==> src/rtl/gaten_pkg.sv <==
`timescale 100ps/10ps
// Shared definitions for the registered N-input gate primitives.
// Latency: n/a (constants and a combinational helper only).
// Backpressure: n/a.
package gaten_pkg;

    localparam logic [2:0] MODE_AND  = 3'b000;
    localparam logic [2:0] MODE_NAND = 3'b001;
    localparam logic [2:0] MODE_OR   = 3'b010;
    localparam logic [2:0] MODE_NOR  = 3'b011;
    localparam logic [2:0] MODE_XOR  = 3'b100;
    localparam logic [2:0] MODE_XNOR = 3'b101;

    // Widest gate supported; narrower gates zero-extend into this.
    localparam int MAX_WIDTH = 16;

    // Reduce the low n bits of x with the selected function.
    // Reserved encodings return hold so the caller sees no change.
    function automatic logic gate_reduce(input logic [2:0]           mode,
                                         input logic [MAX_WIDTH-1:0] x,
                                         input int                   n,
                                         input logic                 hold);
        logic all_one;
        logic any_one;
        logic parity;
        all_one = 1'b1;
        any_one = 1'b0;
        parity  = 1'b0;
        for (int i = 0; i < MAX_WIDTH; i++) begin
            if (i < n) begin
                all_one = all_one & x[i];
                any_one = any_one | x[i];
                parity  = parity ^ x[i];
            end
        end
        case (mode)
            MODE_AND:  return all_one;
            MODE_NAND: return ~all_one;
            MODE_OR:   return any_one;
            MODE_NOR:  return ~any_one;
            MODE_XOR:  return parity;
            MODE_XNOR: return ~parity;
            default:   return hold;
        endcase
    endfunction

endpackage

==> src/rtl/gaten_stable_filt.sv <==
`timescale 100ps/10ps
// Consecutive-cycle stability filter: Q follows D once D has differed for FILTER+1 CE edges.
// Latency: FILTER+1 CE-high edges from a persistent D change to Q; CHG in the same cycle.
// Backpressure: none; CE low freezes the count and Q, CHG drops to 0.
module stable_filt #(
    parameter int   FILTER = 0,
    parameter logic INIT   = 1'b0
) (
    input  logic C,
    input  logic R,
    input  logic CE,
    input  logic D,
    output logic Q,
    output logic CHG
);

    localparam int CW = (FILTER > 0) ? $clog2(FILTER + 1) : 1;
    localparam logic [CW-1:0] CNT_MAX = CW'(FILTER);

    logic [CW-1:0] cnt;

    // Count CE edges on which D disagrees with Q; any agreement restarts the count.
    always_ff @(posedge C) begin
        if (R) begin
            Q   <= INIT;
            CHG <= 1'b0;
            cnt <= '0;
        end else if (CE) begin
            if (D == Q) begin
                cnt <= '0;
                CHG <= 1'b0;
            end else if (cnt == CNT_MAX) begin
                Q   <= D;
                cnt <= '0;
                CHG <= 1'b1;
            end else begin
                cnt <= cnt + CW'(1);
                CHG <= 1'b0;
            end
        end else begin
            CHG <= 1'b0;
        end
    end

endmodule

==> src/rtl/gaten_filt.sv <==
`timescale 100ps/10ps
// Parametrised N-input gate with per-input inversion, runtime function select and filtered registered output.
// Latency: REG_IN+FILTER+1 CE edges from a held input change to O (FILTER+1 from a MODE change).
// Backpressure: none; CE low holds all state and forces CHG low.
module gaten_filt
    import gaten_pkg::*;
#(
    parameter int   WIDTH    = 3,
    parameter       INV_MASK = {WIDTH{1'b1}},
    parameter logic INIT     = 1'b0,
    parameter int   FILTER   = 0,
    parameter int   REG_IN   = 1
) (
    input  logic             C,
    input  logic             R,
    input  logic             CE,
    input  logic [2:0]       MODE,
    input  logic [WIDTH-1:0] I,
    output logic             O,
    output logic             CHG
);

    // Reject illegal configurations at elaboration.
    if (WIDTH < 2 || WIDTH > MAX_WIDTH) begin : g_bad_width
        $fatal(1, "gaten_filt: WIDTH must be 2..16");
    end
    if (FILTER < 0 || FILTER > 255) begin : g_bad_filter
        $fatal(1, "gaten_filt: FILTER must be 0..255");
    end
    if ((INV_MASK >> WIDTH) != 0) begin : g_bad_mask
        $fatal(1, "gaten_filt: INV_MASK wider than WIDTH");
    end
    if (REG_IN != 0 && REG_IN != 1) begin : g_bad_reg_in
        $fatal(1, "gaten_filt: REG_IN must be 0 or 1");
    end

    localparam logic [WIDTH-1:0] MASK = WIDTH'(INV_MASK);

    logic [WIDTH-1:0] i_q;
    logic [WIDTH-1:0] x;
    logic             raw;

    if (REG_IN != 0) begin : g_reg_in
        // Capture the inputs so asynchronous status lines get one register stage.
        always_ff @(posedge C) begin
            if (R) begin
                i_q <= '0;
            end else if (CE) begin
                i_q <= I;
            end
        end
    end else begin : g_wire_in
        assign i_q = I;
    end

    assign x = i_q ^ MASK;

    // Gate result; reserved modes echo O so the filter sees no change.
    always_comb begin
        raw = gate_reduce(MODE, MAX_WIDTH'(x), WIDTH, O);
    end

    stable_filt #(
        .FILTER (FILTER),
        .INIT   (INIT)
    ) u_filt (
        .C   (C),
        .R   (R),
        .CE  (CE),
        .D   (raw),
        .Q   (O),
        .CHG (CHG)
    );

endmodule
==> config.mk <==
export PLATFORM = sky130hd
export DESIGN_NAME = gaten_filt
export DESIGN_NICKNAME = d
export VERILOG_FILES = /design/src/rtl/gaten_pkg.sv /design/src/rtl/gaten_stable_filt.sv /design/src/rtl/gaten_filt.sv
export SDC_FILE = /design/constraint.sdc
export NUM_CORES = 1
export LEC_CHECK = 0
export ABC_AREA = 1
export BUFFER_PORTS_ARGS = -buffer_cell sky130_fd_sc_hd__buf_2
export CAP_MARGIN = 20
export CORE_AREA = 2 2 39 41
export CTS_BUF_LIST = sky130_fd_sc_hd__clkbuf_4
export CTS_CLUSTER_SIZE = 30
export DETAILED_ROUTE_END_ITERATION = 6
export DIE_AREA = 0 0 41 43
export GPL_TIMING_DRIVEN = 1
export MAX_ROUTING_LAYER = met4
export PLACE_DENSITY = 0.51
export SYNTH_ARGS = -nofsm -noshare
export SYNTH_HDL_FRONTEND = slang
export SYNTH_SLANG_ARGS = --single-unit
==> constraint.sdc <==
create_clock -name C -period 1.45 [get_ports C]
set_input_delay 0.435 -clock C [delete_from_list [all_inputs] [get_ports C]]
set_output_delay 0.435 -clock C [all_outputs]
set_load 0.02 [all_outputs]
==> results.json <==
{
  "setup_ws_ps": 83.5,
  "via_per_inst": 4.33,
  "syn_inst": 56,
  "synth_top_area_share": 0.300,
  "antenna_found_initial": 0,
  "grt_pass1_wl_um": 1120,
  "fin_util": 0.326,
  "h-tree-depth": 1,
  "worst_slew_pin_slew_ps": 176,
  "cp_slowest_cell": "dfxtp_2",
  "core_um2": 1380,
  "grt_max_degree": 8,
  "dp.cells": 82,
  "areaGrowthSynthToFinish_pct": 35.2,
  "cts_tree": "done",
  "yosys_warnings": 0,
  "wirelength_um": 675,
  "yosysTopAreaCell": "dfxtp_1",
  "detail-route-antenna-nets": 0,
  "post_drt_wl_per_cell_um": 7.85,
  "critPathLaunchType": "register",
  "pre_cts_ws_ps": -7.07,
  "grt_usage": 0.101,
  "cap_viol_max_count": 0,
  "relSlewSlack": 0.883,
  "post-route-period-util": 0.942,
  "layout_common_cells": "17 x nand2_1, 10 x buf_2",
  "vdd_drop_max_v": 0.000498,
  "fin_worst_skew_ps": 2.51,
  "outcome": "finished clean",
  "die_w_um": 41,
  "insertion_delay_ps": 240,
  "gr-total-overflow": 0,
  "numCtsBuffers": 3,
  "ys_ff_latch": 5,
  "drtPass1Iterations": 4,
  "slew_violations": 0,
  "critPathMaxFanout": 3,
  "ys_seq_area_frac": 0.300,
  "grt_pass1_vias": 295,
  "syn_nets": 67,
  "start_util": 0.241,
  "cp.arrival_ps": 1500,
  "total_power_uw": 447,
  "crit_required_ps": 1580,
  "synthesis.area_um2": 334,
  "clockRootBuffer": "clkbuf_4",
  "final_common_cell": "nand2_1",
  "crit_type": "reg -> reg",
  "synthDistinctLibCells": 12,
  "finalHoldViolations": 0,
  "clockBufferDepth": 2,
  "avgSynthCellArea_um2": 5.97,
  "fmax_ghz": 0.732,
  "period_needed_ps": 1370,
  "final_net_count": 82,
  "die-area_um2": 1760,
  "finalWeightedCongestion": 0.660,
  "ios": 11,
  "io_buffers": 10,
  "leakagePower_uw": 0.000241,
  "finalSetupViolCount": 0,
  "die_h_um": 43,
  "cts_sinks": 5,
  "antenna_cells": 0,
  "drc": 0,
  "rsz0062_at_grt": "true",
  "power.density_nw_per_um2": 990,
  "path_clk_slew_ps": 40,
  "rows": 14,
  "synth_area_leaders": "dfxtp_1 30%, nand2_1 20%, inv_1 9.0%",
  "dp_hpwl_um": 563,
  "drtIter0Drc": 5,
  "cp_common_cell": "nand2_1",
  "hp-class": "in -> reg",
  "path_cells": "inv_2 > ha_4 > inv_2 > nand2_1 > nand2_1 > nand2_1 > nand2_1 > nand2_2 > nor2_2 > o211ai_1 > nand2_1 > inv_1",
  "vias": 372,
  "stdcell_count": 86,
  "cp-end-kind": "register",
  "cp_slowest_stage_delay_ps": 330,
  "drive_above_1_share": 0.343,
  "post_cts_buffers": 0
}
[state kept, by name (all words and copies together) (netlist names)]
| register | count |
|---|---|
| u_filt.Q | 1 |
| u_filt.CHG | 1 |
| i_q | 3 |
[cell families (layout without fill, tap and decap cells)]
logic type               count (synthesis)  after routing  share of synthesized area
adder cells (fa/ha/maj)                  2              2                     0.0749
buffers and inverters                   10             24                      0.112
AND/OR/NAND/NOR                         28             28                      0.341
flip-flops                               5              5                      0.300
AO/OA/AOI/OAI                           11             11                      0.172
[synthesized netlist by cell type (all sizes together)]
master	number
nand2	18
inv	10
a21oi	5
dfxtp	5
nand3	5
nor2	5
o21ai	5
ha	2
o211ai	1
[layer usage]
layer,GRT usage,part of all wire,vias to the layer above,wire length (um)
met4,0.100,0.027,0,18
met3,0.0314,0.070,4,47
met1,0.141,0.51,146,346
li1,-,-,209,-
met5,-,0,-,0
met2,0.103,0.39,13,263
[final timing paths]
check                           startpoint        to  slack, ps  cells past startpoint
worst max-delay path                i_q[0]  u_filt.Q         80                     12
worst min-delay path                     R  u_filt.Q        450                      4
worst max register to register      i_q[0]  u_filt.Q         80                     12
worst min register to register      i_q[1]    i_q[1]        490                      2
[through the flow]
stage	setup TNS [ps]	cell area, um^2	hold WS (ps)
after floorplan	0	334	455
after global placement	0	404	475
after detailed placement	-7.07	404	480
after CTS	0	447	447
after global routing	-35.1	452	454
final	0	452	448
[what timing repair did]
item,4_1_cts,5_1_grt
resized for setup,1,6
hold endpoints to repair,0,0
setup endpoints to repair,1,2
hold buffers,0,0
pin swaps,0,6
[where the power goes]
group | leakage [uW] | internal [uW] | switching (uW)
Sequential | 0.0000421 | 150 | 7.97
Combinational | 0.000180 | 48.3 | 68.5
Clock | 0.0000184 | 122 | 49.7
Total | 0.000241 | 321 | 126
[final cells by class]
| class | instances | area, um^2 |
|---|---|---|
| Clock buffer | 4 | 30.0 |
| Fill cell | 172 | 932 |
| Inverter | 10 | 37.5 |
| Multi-Input combinational cell | 41 | 211 |
| Sequential cell | 5 | 103 |
| Tap cell | 16 | 20.0 |
| Timing Repair Buffer | 10 | 50.0 |
[critical path: cells and delay by family, from the launching register on]
family	cells	cell delay, ps
AND/OR/NAND/NOR	7	460
flip-flops	1	330
adder cells (fa/ha/maj)	1	240
buffers and inverters	3	130
AO/OA/AOI/OAI	1	100
Power figures use the tool's default switching activity.
